## src/rtl/led_pattern_sequencer_pkg.sv

```systemverilog
// Shared types and switch indices for the LED chaser sequencer.
package dance_pkg;

  typedef enum logic [1:0] {
    MODE_IDLE   = 2'd0,
    MODE_LEFT   = 2'd1,
    MODE_RIGHT  = 2'd2,
    MODE_BOUNCE = 2'd3
  } mode_t;

  typedef enum logic {
    DIR_UP   = 1'b0,
    DIR_DOWN = 1'b1
  } dir_t;

  localparam int unsigned SW_LEFT   = 0;
  localparam int unsigned SW_RIGHT  = 1;
  localparam int unsigned SW_BOUNCE = 2;
  localparam int unsigned SW_PAUSE  = 3;

  // Fixed-priority mode selection: left beats right beats bounce.
  function automatic mode_t arbitrate(input logic [3:0] req);
    if (req[SW_LEFT])   return MODE_LEFT;
    if (req[SW_RIGHT])  return MODE_RIGHT;
    if (req[SW_BOUNCE]) return MODE_BOUNCE;
    return MODE_IDLE;
  endfunction

endpackage

```

## src/rtl/led_pattern_sequencer_if.sv

```systemverilog
// Switch input and LED/status outputs of the chaser sequencer.
interface led_pattern_sequencer_if #(
  parameter int unsigned N_LEDS = 18
);
  import dance_pkg::*;

  localparam int unsigned POS_W = $clog2(N_LEDS);

  logic [17:0]       SW;
  logic [N_LEDS-1:0] led;
  logic [POS_W-1:0]  position;
  mode_t             mode;
  logic              tick;

  modport master (output SW, input led, position, mode, tick);
  modport slave  (input SW, output led, position, mode, tick);

endinterface

```

## src/rtl/led_pattern_sequencer_tick_prescaler.sv

```systemverilog
// Modulo-TICK_DIV step prescaler.
module tick_prescaler #(
  parameter int unsigned TICK_DIV = 33554432
) (
  input  logic Clock,
  input  logic Reset,
  output logic tick
);

  localparam int unsigned CW = (TICK_DIV > 2) ? $clog2(TICK_DIV) : 1;
  localparam logic [CW-1:0] LAST = CW'(TICK_DIV - 1);
  localparam logic [CW-1:0] PRE  = CW'(TICK_DIV - 2);

  logic [CW-1:0] cnt;

  // tick is registered one count early so it is high exactly while cnt == TICK_DIV-1,
  // letting the consumer act on the same edge where the count wraps.
  always_ff @(posedge Clock or posedge Reset) begin
    if (Reset) begin
      cnt  <= '0;
      tick <= 1'b0;
    end else begin
      cnt  <= (cnt == LAST) ? '0 : cnt + CW'(1);
      tick <= (cnt == PRE);
    end
  end

endmodule

```

## src/rtl/led_pattern_sequencer.sv

```systemverilog
// 18-LED chaser: switch synchronizer, mode arbiter and pattern state machine.
module led_pattern_sequencer
  import dance_pkg::*;
#(
  parameter int unsigned N_LEDS   = 18,
  parameter int unsigned TICK_DIV = 33554432
) (
  input logic                    Clock,
  input logic                    Reset,
  led_pattern_sequencer_if.slave bus
);

  localparam int unsigned POS_W = $clog2(N_LEDS);
  localparam logic [POS_W-1:0] LAST = POS_W'(N_LEDS - 1);
  localparam logic [POS_W-1:0] ONE  = POS_W'(1);

  logic [3:0]        sync1;
  logic [3:0]        req;
  logic              step_due;
  logic              step;
  logic              tick_q;
  mode_t             mode_q, nxt_mode, want;
  dir_t              dir_q, nxt_dir;
  logic [POS_W-1:0]  pos_q, nxt_pos;
  logic [N_LEDS-1:0] led_q, nxt_led;
  logic              unused_sw;

  assign unused_sw = ^bus.SW[17:4];

  tick_prescaler #(.TICK_DIV(TICK_DIV)) u_prescaler (
    .Clock (Clock),
    .Reset (Reset),
    .tick  (step_due)
  );

  assign step = step_due & ~req[SW_PAUSE];
  assign want = arbitrate(req);

  always_comb begin
    nxt_mode = mode_q;
    nxt_pos  = pos_q;
    nxt_dir  = dir_q;
    if (want != mode_q) begin
      nxt_mode = want;
      nxt_pos  = '0;
      if (want == MODE_RIGHT)  nxt_pos = LAST;
      if (want == MODE_BOUNCE) nxt_dir = DIR_UP;
    end else begin
      case (mode_q)
        MODE_LEFT:  nxt_pos = (pos_q == LAST) ? '0 : pos_q + ONE;
        MODE_RIGHT: nxt_pos = (pos_q == '0) ? LAST : pos_q - ONE;
        MODE_BOUNCE: begin
          // Reverse on reaching an end so each endpoint is shown for one step only.
          if (dir_q == DIR_UP) begin
            if (pos_q == LAST) begin
              nxt_pos = LAST - ONE;
              nxt_dir = DIR_DOWN;
            end else begin
              nxt_pos = pos_q + ONE;
            end
          end else begin
            if (pos_q == '0) begin
              nxt_pos = ONE;
              nxt_dir = DIR_UP;
            end else begin
              nxt_pos = pos_q - ONE;
            end
          end
        end
        default: nxt_pos = pos_q;
      endcase
    end
    nxt_led = (nxt_mode == MODE_IDLE) ? '0 : (N_LEDS'(1) << nxt_pos);
  end

  always_ff @(posedge Clock or posedge Reset) begin
    if (Reset) begin
      sync1  <= '0;
      req    <= '0;
      tick_q <= 1'b0;
      mode_q <= MODE_IDLE;
      dir_q  <= DIR_UP;
      pos_q  <= '0;
      led_q  <= '0;
    end else begin
      sync1  <= bus.SW[3:0];
      req    <= sync1;
      tick_q <= step_due;
      if (step) begin
        mode_q <= nxt_mode;
        dir_q  <= nxt_dir;
        pos_q  <= nxt_pos;
        led_q  <= nxt_led;
      end
    end
  end

  assign bus.led      = led_q;
  assign bus.position = pos_q;
  assign bus.mode     = mode_q;
  assign bus.tick     = tick_q;

endmodule

```

## src/flat_wrapper.sv

```systemverilog
// flat-port wrapper written by rule: the top's interface ports become plain ports
module led_pattern_sequencer_flat import dance_pkg::*;
#(
  parameter int unsigned N_LEDS   = 18,
  parameter int unsigned TICK_DIV = 33554432
)
  (Clock, Reset, bus_SW, bus_led, bus_position, bus_mode, bus_tick);
  led_pattern_sequencer_if #(.N_LEDS(N_LEDS)) bus_i ();
  input logic Clock;
  input logic Reset;
  input wire logic [$bits(bus_i.SW)-1:0] bus_SW;
  output wire logic [$bits(bus_i.led)-1:0] bus_led;
  output wire logic [$bits(bus_i.position)-1:0] bus_position;
  output wire logic [$bits(bus_i.mode)-1:0] bus_mode;
  output wire logic [$bits(bus_i.tick)-1:0] bus_tick;
  assign bus_i.SW = bus_SW;
  assign bus_led = bus_i.led;
  assign bus_position = bus_i.position;
  assign bus_mode = bus_i.mode;
  assign bus_tick = bus_i.tick;
  led_pattern_sequencer #(.N_LEDS(N_LEDS), .TICK_DIV(TICK_DIV)) u_core (.Clock(Clock), .Reset(Reset), .bus(bus_i));
endmodule
```

## config.mk

```make
export PLATFORM = sky130hd
export DESIGN_NAME = led_pattern_sequencer_flat
export DESIGN_NICKNAME = d
export VERILOG_FILES = /design/src/rtl/led_pattern_sequencer_pkg.sv /design/src/rtl/led_pattern_sequencer_if.sv /design/src/rtl/led_pattern_sequencer_tick_prescaler.sv /design/src/rtl/led_pattern_sequencer.sv /design/src/flat_wrapper.sv
export SDC_FILE = /design/constraint.sdc
export NUM_CORES = 1
export LEC_CHECK = 0
export BUFFER_PORTS_ARGS = -buffer_cell sky130_fd_sc_hd__buf_2
export CAP_MARGIN = 20
export CORE_ASPECT_RATIO = 0.9
export CORE_MARGIN = 8
export CORE_UTILIZATION = 40
export CTS_BUF_LIST = sky130_fd_sc_hd__clkbuf_16
export DETAILED_ROUTE_END_ITERATION = 10
export GPL_TIMING_DRIVEN = 0
export SLEW_MARGIN = 20
export SYNTH_ARGS = -nofsm -noshare
export SYNTH_HDL_FRONTEND = slang
export SYNTH_HIERARCHICAL = 1
export SYNTH_SLANG_ARGS = --single-unit
```

## constraint.sdc

```tcl
create_clock -name Clock -period 2.9 [get_ports Clock]
set_input_delay 0.145 -clock Clock [delete_from_list [all_inputs] [get_ports Clock]]
set_output_delay 0.145 -clock Clock [all_outputs]
set_load 0.01 [all_outputs]
```

==> results.md, run 1 <==
- Wirelength, routed: 6.87 mm
- Nets@finish: 381
- Critical Path AT: 2830 ps
- Die area: 10800 sq um
- Area delta synth->final: 20.4%
- R2R cell count: 8
- Clock transition at the registers of the reported paths: 50 ps
- Die width: 109 um
- Critical Path RT: 3120 ps
- Final slew viol count: 0
- Syn nets: 333
- Seq/Total Area, Yosys: 0.493
- Initial core utilization: 0.412
- CTS tree: yes
- VDD IR-drop max: 353 uV
- Synthesized area per cell: 10.1 sq um
- Syn Inst Count: 307
- RSZ-0062 raised after global routing: no
- Vias/cell: 5.42
- Critical Path Start: u_core/bus.position[0]
- Core Region: 7510 sq um
- Final Setup Violations: 0
- Crit start category: flip-flop
- Hpwl dp: 4.88 mm
- Crit Path Class: flip-flop to flip-flop
- RR Endpoint: u_core/bus.led[0]
- Largest net degree at the start of global routing: 36
- Vias post-DR: 2473
- Drt wl/cell: 15.1 um
- Worst hold slack: 285 ps
- Synth top area share: 0.493
- Root Buffer: clkbuf_16
- Final instance area: 3720 sq um
- Max-Cap Viols: 0
- ANT cells: 0
- Synthesized area: 3090 sq um
- Worst Hold Class: primary input to asynchronous set/reset pin
- Async S/R FF share, synth: 1.00
- # IOs: 46
- Fin crit period: 2600 ps
- Layout Skew: 3.95 ps
- Die H: 99.4 um
- R2R Path Start: u_core/bus.position[0]
- Most used flip-flop cell after synthesis: dfrtp_1
- YS warnings: 6
- DR DRC count: 0
- GRT Residual Overflow: 0
- Final Hold Violating Endpoints: 0
- Initial DRT Pass Iterations: 4
- Worst-path fanout max: 8
- Top cells by area, synth: dfrtp_1, nand2_1, o31ai_1, nand3_1, xnor2_1
- Port Buffer Count: 31
- Fraction of layout cells with a size suffix above 1: 0.203
- # H-tree levels: 3
- Worst-Margin Slew: 747 ps
- Leakage: 1.70 nW
- Post-CTS Setup Inserts: 0
- Post_cts resized: 0
- GRT Util Overall: 0.137
- Worst skew pair latency: 320 ps
- Setup TNS Final: 0 ps
- Row count: 30
- Hold Buf Count CTS: 5
- Reg2reg setup slack: 300 ps
- DP Area: 3370 sq um
- Outcome: completed
- Fin crit share: 0.898
- Slew Limit Headroom: 0.498
- Total CTS buffers: 9
- Peak Freq: 384 MHz
- Vias in the first global route: 2446
- First-pass GRT wire length: 11.8 mm
- First DRT Iteration DRCs: 141
- EDFF count, synth: 0
- CP endpoint kind: flip-flop
- RePlAce Congestion: 0.804
- Antenna-violating nets left: 0
- Initial antenna violation count: 0
- Power Dens Cells: 500 nW/um^2
- Cell variety after synth: 55
- FF+latch count, synth: 61
- Synth area leader: dfrtp_1
- CTS sink count: 61
- CTS Buffer Depth: 2
-- worst max-delay path by stage --
stage	endpoint	slack, ps
final	u_core/bus.led[0]	300
after detailed placement	u_core/bus.led[0]	320
after floorplan	u_core/bus.led[0]	730
after global routing	u_core/bus.led[6]	10
after CTS	u_core/bus.led[0]	290
after global placement	u_core/bus.led[14]	370
-- worst max-delay path: stages (launching register included) --
cell,delay [ps]
dfrtp_1,480
inv_1,160
ha_1,250
nor3b_1,340
mux2i_1,220
o22ai_1,100
o211ai_2,280
nand3b_1,350
o31ai_1,340
-- layout make-up --
type / instances / area [sq um]
Buffer: 16 / 92.6
Clock buffer: 9 / 225
Clock inverter: 7 / 52.6
Fill cell: 735 / 3780
Inverter: 12 / 45.0
Multi-Input combinational cell: 218 / 1430
Sequential cell: 61 / 1530
Tap cell: 96 / 120
Timing Repair Buffer: 37 / 233
-- metrics by stage --
| stage | power, W | cells | setup slack [ps] | utilization |
|---|---|---|---|---|
| 2_1_floorplan | 0.000896 | 307 | 727 | - |
| 3_3_place_gp | 0.000907 | 434 | 371 | 0.449 |
| 3_5_place_dp | 0.000907 | 434 | 317 | 0.449 |
| 4_1_cts | 0.00189 | 455 | 290 | 0.493 |
| 5_1_grt | 0.00194 | 456 | 10.8 | 0.496 |
| 6_report | 0.00186 | 456 | 295 | 0.496 |
-- placed cells by master, fill, tap and decap left out, types with 4 or more instances in the layout --
cell / netlist / routed
xor2_1: 9 / 9
clkbuf_1: 7 / 7
inv_1: 12 / 10
nand2_1: 32 / 32
ha_1: 6 / 6
nand3_1: 22 / 22
a21o_1: 6 / 6
buf_2: 5 / 36
a21oi_1: 11 / 11
dfrtp_1: 61 / 61
clkinvlp_4: 0 / 4
clkbuf_16: 0 / 9
xnor2_1: 11 / 11
o31ai_1: 16 / 16
nor4_1: 5 / 5
nor2_1: 22 / 22
dlygate4sd3_1: 0 / 5
o21ai_1: 6 / 6
nand2b_1: 6 / 6
nor3_1: 6 / 6
nand4_1: 8 / 8
-- metal layers --
layer  track usage  part of all wire
met1         0.189              0.50
met3        0.0472             0.068
met5             0                 0
met2         0.191              0.42
met4        0.0547             0.010
-- power by group --
| group | internal, W | total, W | switching (W) |
|---|---|---|---|
| clock network | 0.000577 | 0.000961 | 0.000383 |
| logic | 0.0000140 | 0.0000396 | 0.0000257 |
| registers | 0.000857 | 0.000861 | 0.00000353 |
| total | 0.00145 | 0.00186 | 0.000412 |
-- sequential cells by signal (all words and copies together), names as in the netlist --
signal                   flops
u_core/bus.led              18
u_core/bus.mode              2
u_core/bus.position          5
u_core/bus.tick              1
u_core/dir_q                 1
u_core/req                   4
u_core/sync1                 4
u_core/u_prescaler/cnt      25
u_core/u_prescaler/tick      1
-- kinds of logic (layout without fill, tap and decap cells) --
logic type	Yosys count	after routing	synth area share
AOI/OAI and AO/OA	64	64	0.150
DFF	61	61	0.493
xor gates and xnor gates	20	20	0.0566
adders and majority gates	6	6	0.0243
and+or+nand+nor	127	127	0.228
buffers and inverters	28	81	0.0445
muxes	1	1	0.00324
-- synth_stat cells (2+ instances only) --
| library cell | number |
|---|---|
| a22o_1 | 2 |
| ha_1 | 6 |
| dfrtp_1 | 61 |
| a41oi_1 | 2 |
| nand3b_1 | 3 |
| nand3_1 | 22 |
| nor2_1 | 22 |
| nor4b_2 | 2 |
| nand4_1 | 8 |
| o31ai_1 | 16 |
| nand2b_1 | 6 |
| a21o_1 | 6 |
| or4b_1 | 2 |
| clkbuf_1 | 7 |
| o21ai_0 | 3 |
| inv_1 | 12 |
| nor4_1 | 5 |
| buf_2 | 5 |
| nand2_1 | 32 |
| and3_1 | 3 |
| o2bb2ai_1 | 2 |
| or3_1 | 3 |
| and4_1 | 2 |
| o21ai_2 | 3 |
| buf_6 | 3 |
| xor2_1 | 9 |
| xnor2_1 | 11 |
| o21ai_1 | 6 |
| or4_4 | 2 |
| a21oi_1 | 11 |
| nor3_1 | 6 |
No activity file was read; power rests on OpenSTA's default activity.
==> run 2: changes to the inputs <==
--- a/config.mk
+++ b/config.mk
@@ -10,7 +10,7 @@
 export CORE_ASPECT_RATIO = 0.9
 export CORE_MARGIN = 8
 export CORE_UTILIZATION = 40
-export CTS_BUF_LIST = sky130_fd_sc_hd__clkbuf_16
+export CTS_BUF_LIST = sky130_fd_sc_hd__clkbuf_8
 export DETAILED_ROUTE_END_ITERATION = 10
 export GPL_TIMING_DRIVEN = 0
 export SLEW_MARGIN = 20
@@ -18,3 +18,4 @@
 export SYNTH_HDL_FRONTEND = slang
 export SYNTH_HIERARCHICAL = 1
 export SYNTH_SLANG_ARGS = --single-unit
+export TNS_END_PERCENT = 20
==> results.md, run 2 (synthesis gave the netlist of run 1 again) <==
- Hpwl dp: 4.88 mm
- Drt wl/cell: 15.1 um
- Setup TNS Final: 0 ps
- Vias in the first global route: 2461
- Die H: 99.4 um
- Combinational power share: 0.023
- Worst skew pair latency: 340 ps
- CP endpoint kind: flip-flop
- Post-Layout Cell Count: 455
- VDD IR-drop max: 262 uV
- Largest net degree at the start of global routing: 36
- CTS Buffer Depth: 2
- Commonest cells after routing, fill and taps aside: dfrtp_1, buf_2, nand2_1, nand3_1, nor2_1
- Clk network pwr share: 0.424
- Core Region: 7510 sq um
- CTS tree: yes
- Wirelength, routed: 6.88 mm
- Worst-path fanout max: 8
- Vias post-DR: 2475
- P_int: 0.00118 W
- Crit start category: flip-flop
- Sw frac: 0.244
- Area delta synth->final: 16.2%
- First-pass GRT wire length: 11.9 mm
- RePlAce Congestion: 0.804
- Vias/cell: 5.44
- Post-CTS Setup Inserts: 0
- Outcome: completed
- Critical Path AT: 2850 ps
- First DRT Iteration DRCs: 123
- Die area: 10800 sq um
- # IOs: 46
- RR Endpoint: u_core/bus.led[0]
- Hold Path End: u_core/req[2]
- Port Buffer Count: 31
- Fin crit share: 0.899
- Crit Path Class: flip-flop to flip-flop
- Initial antenna violation count: 0
- Peak Freq: 383 MHz
- GRT Util Overall: 0.139
- Hold Crit Depth: 0
- R2R cell count: 8
- Final slew viol count: 0
- ANT cells: 0
- GRT Residual Overflow: 0
- Worst Hold Class: flip-flop to flip-flop
- Commonest non-fill, non-tap cell in the layout: dfrtp_1
- Initial core utilization: 0.412
- Fin crit period: 2610 ps
- Die width: 109 um
- DR DRC count: 0
- Final Total Pwr: 0.00155 W
- Final Setup Violations: 0
- Hold_sp: u_core/sync1[2]
- # H-tree levels: 3
- Worst-Margin Slew: 748 ps
- Inst Count DP: 434
- Antenna-violating nets left: 0
- Clock transition at the registers of the reported paths: 70 ps
- Max FFs per register: 25
- Worst slack, placed: 317 ps
- Root Buffer: clkbuf_8
- P_sw: 0.000379 W
- Max-Cap Viols: 0
- Total CTS buffers: 9
- Power Dens Cells: 432 nW/um^2
- Row count: 30
- Final Hold Violating Endpoints: 0
- Reg with most FFs: u_core/u_prescaler/cnt
- R2R Path Start: u_core/bus.position[0]
- Layout Skew: 6.29 ps
- Final setup margin: 292 ps
- Sequential share of power: 0.553
- CTS sink count: 61
- Fraction of layout cells with a size suffix above 1: 0.203
- Nets@finish: 380
- Critical Path RT: 3140 ps
- Reg2reg setup slack: 290 ps
- Slew Limit Headroom: 0.497
- Leakage: 1.64 nW
- Initial DRT Pass Iterations: 4
- RSZ-0062 raised after global routing: no
run 2: power by group through the flow:
stage	Sequential [W]	Combinational [W]	Clock, W
6_report	0.000860	0.0000352	0.000660
2_1_floorplan	0.000875	0.0000208	0
4_1_cts	0.000859	0.0000367	0.000688
5_1_grt	0.000860	0.0000415	0.000725
3_5_place_dp	0.000876	0.0000315	0
3_3_place_gp	0.000876	0.0000309	0
run 2: stage by stage:
step                cell area [sq um]   util  hold slack, ps
floorplan                        3090      -             176
global placement                 3370  0.449             252
detailed placement               3370  0.449             254
CTS                              3600  0.479             353
global route                     3600  0.479             359
finish                           3600  0.479             350
run 2: worst max-delay path, stage by stage, from the launching register on:
cell and delay [ps]:
dfrtp_1 480, inv_1 150, ha_1 250, nor3b_1 340, mux2i_1 220, o22ai_1 100
o211ai_2 280, nand3b_1 350, o31ai_1 340
run 2: worst max path at each step:
| stage | from | endpoint | slack, ps |
|---|---|---|---|
| floorplan | u_core/bus.position[0] | u_core/bus.led[0] | 730 |
| global placement | u_core/bus.position[0] | u_core/bus.led[14] | 370 |
| detailed placement | u_core/bus.position[0] | u_core/bus.led[0] | 320 |
| CTS | u_core/bus.position[0] | u_core/bus.led[0] | 290 |
| global route | u_core/bus.position[0] | u_core/bus.led[6] | 6 |
| finish | u_core/bus.position[0] | u_core/bus.led[0] | 290 |
run 2: metal layers:
layer / wire length [um] / up-vias / global-route usage
met2: 2860 / 58 / 0.193
met5: 0 / - / 0
met4: 91 / 0 / 0.0547
li1: - / 1214 / -
met1: 3450 / 1196 / 0.190
met3: 487 / 7 / 0.0491
run 2: timing repair:
item,CTS,global route
endpoints found under the hold margin,39,0
hold buffers,5,0
gates resized for setup,0,0
run 2: final cells by class:
type	count	area [sq um]
buffer	16	92.6
clock buffer	9	124
clock inverter	7	52.6
fill	751	3910
inverter	12	45.0
multi-input combinational	218	1430
sequential	61	1530
tap	96	120
timing repair buffer	36	205
==> run 3: changes to the inputs <==
--- a/config.mk
+++ b/config.mk
@@ -11,8 +11,10 @@
 export CORE_MARGIN = 8
 export CORE_UTILIZATION = 40
 export CTS_BUF_LIST = sky130_fd_sc_hd__clkbuf_8
+export CTS_CLUSTER_SIZE = 28
 export DETAILED_ROUTE_END_ITERATION = 10
 export GPL_TIMING_DRIVEN = 0
+export MAX_ROUTING_LAYER = met4
 export SLEW_MARGIN = 20
 export SYNTH_ARGS = -nofsm -noshare
 export SYNTH_HDL_FRONTEND = slang
==> results.md, run 3 (synthesis gave the netlist of run 1 again) <==
- RSZ-0062 raised after global routing: no
- Clock transition at the registers of the reported paths: 70 ps
- Critical Path RT: 3140 ps
- GRT Util Overall: 0.142
- First-pass GRT wire length: 11.9 mm
- Final Setup Violations: 0
- Fraction of layout cells with a size suffix above 1: 0.203
- Delay-heaviest family, CP: compound AO/OA/AOI/OAI gates
- Fillers: 751
- Root Buffer: clkbuf_8
- # H-tree levels: 3
- ANT cells: 0
- Peak Freq: 384 MHz
- Area delta synth->final: 16.2%
- Vias in the first global route: 2466
- Final instance area: 3600 sq um
- DR DRC count: 0
- Initial antenna violation count: 0
- CTS Buffer Depth: 2
- First DRT Iteration DRCs: 126
- Worst Hold Class: flip-flop to flip-flop
- Post_cts resized: 0
- Row count: 30
- Leakage: 1.64 nW
- Reg with most FFs: u_core/u_prescaler/cnt
- Drt wl/cell: 15.1 um
- Setup TNS Final: 0 ps
- Area taken by multi-input logic gates: 1430 sq um
- CP Cell Sequence: inv_1 -> ha_1 -> nor3b_1 -> mux2i_1 -> o22ai_1 -> o211ai_2 -> nand3b_1 -> o31ai_1
- Max FFs per register: 25
- Crit Path Class: flip-flop to flip-flop
- Power Dens Cells: 433 nW/um^2
- Hpwl dp: 4.88 mm
- Crit start category: flip-flop
- Commonest non-fill, non-tap cell in the layout: dfrtp_1
- Worst-path fanout max: 8
- Final slew viol count: 0
- Buf/Inv on CP: 1
- # IOs: 46
- P_sw: 0.000379 W
- P_int: 0.00118 W
- Max-Cap Viols: 0
- Vias/cell: 5.42
- Hold Buf Count CTS: 5
- Vias post-DR: 2464
- Fin crit period: 2600 ps
- Clk network pwr share: 0.425
- Sw frac: 0.244
- Sequential share of power: 0.553
- RePlAce Congestion: 0.815
- Core Region: 7510 sq um
- Antenna-violating nets left: 0
- DP Area: 3370 sq um
- Port Buffer Count: 31
- Worst-Margin Slew: 748 ps
- Commonest cells after routing, fill and taps aside: dfrtp_1, buf_2, nand2_1, nand3_1, nor2_1
- Largest net degree at the start of global routing: 36
- Die width: 109 um
- Fin crit share: 0.898
- GRT Residual Overflow: 0
- Layout Skew: 6.30 ps
- Die area: 10800 sq um
- Wirelength, routed: 6.86 mm
- Die H: 99.4 um
- Slowest CP cell: dfrtp_1
- Outcome: completed
- Nets@finish: 380
- Post-CTS Setup Inserts: 0
- Seq. cell area: 1530 sq um
- Initial DRT Pass Iterations: 4
- Largest stage delay, worst path: 480 ps
- Initial core utilization: 0.412
- CP endpoint kind: flip-flop
- Combinational power share: 0.023
- Slew Limit Headroom: 0.497
- Final Hold Violating Endpoints: 0
- Worst skew pair latency: 340 ps
- Critical Path AT: 2850 ps
- CTS sink count: 61
- CTS tree: yes
- Total CTS buffers: 9
- VDD IR-drop max: 263 uV
[run 3: layer usage]
metal	global-route usage	wire length, um	share of wire	up-vias
met5	-	0	0	-
met4	0.0547	92	0.013	0
met3	0.0452	438	0.064	7
met2	0.193	2840	0.41	53
met1	0.191	3500	0.51	1192
li1	-	-	-	1212
[run 3: final cells by class]
cell class                      count  area share
Sequential cell                    61       0.424
Multi-Input combinational cell    218       0.398
Timing Repair Buffer               36      0.0571
Clock buffer                        9      0.0344
Tap cell                           96      0.0334
Buffer                             16      0.0257
Clock inverter                      7      0.0146
Inverter                           12      0.0125
[run 3: power by group through the flow]
stage / clock network (W) / logic [W] / registers [W]
floorplan: 0 / 0.0000208 / 0.000875
global placement: 0 / 0.0000309 / 0.000876
detailed placement: 0 / 0.0000315 / 0.000876
CTS: 0.000688 / 0.0000367 / 0.000859
global route: 0.000723 / 0.0000415 / 0.000860
finish: 0.000660 / 0.0000353 / 0.000860
[run 3: path summary, 6_finish.rpt]
check / startpoint / to / slack [ps] / cells after the start
hold reg to reg: u_core/sync1[2] / u_core/req[2] / 350 / 0
max in group asynchronous: Reset / u_core/bus.led[5] / 1940 / 3
setup / recovery: u_core/bus.position[0] / u_core/bus.led[0] / 300 / 8
setup reg to reg: u_core/bus.position[0] / u_core/bus.led[0] / 300 / 8
min in group asynchronous: Reset / u_core/u_prescaler/cnt[0] / 400 / 3
hold / removal: u_core/sync1[2] / u_core/req[2] / 350 / 0
[run 3: per-stage QoR]
| step | setup WS [ps] | util | power, W | cells | hold slack [ps] |
|---|---|---|---|---|---|
| after global routing | 5.55 | 0.479 | 0.00162 | 455 | 359 |
| after global placement | 371 | 0.449 | 0.000907 | 434 | 252 |
| after floorplan | 727 | - | 0.000896 | 307 | 176 |
| final | 296 | 0.479 | 0.00156 | 455 | 350 |
| after CTS | 287 | 0.479 | 0.00158 | 455 | 353 |
| after detailed placement | 317 | 0.449 | 0.000907 | 434 | 254 |
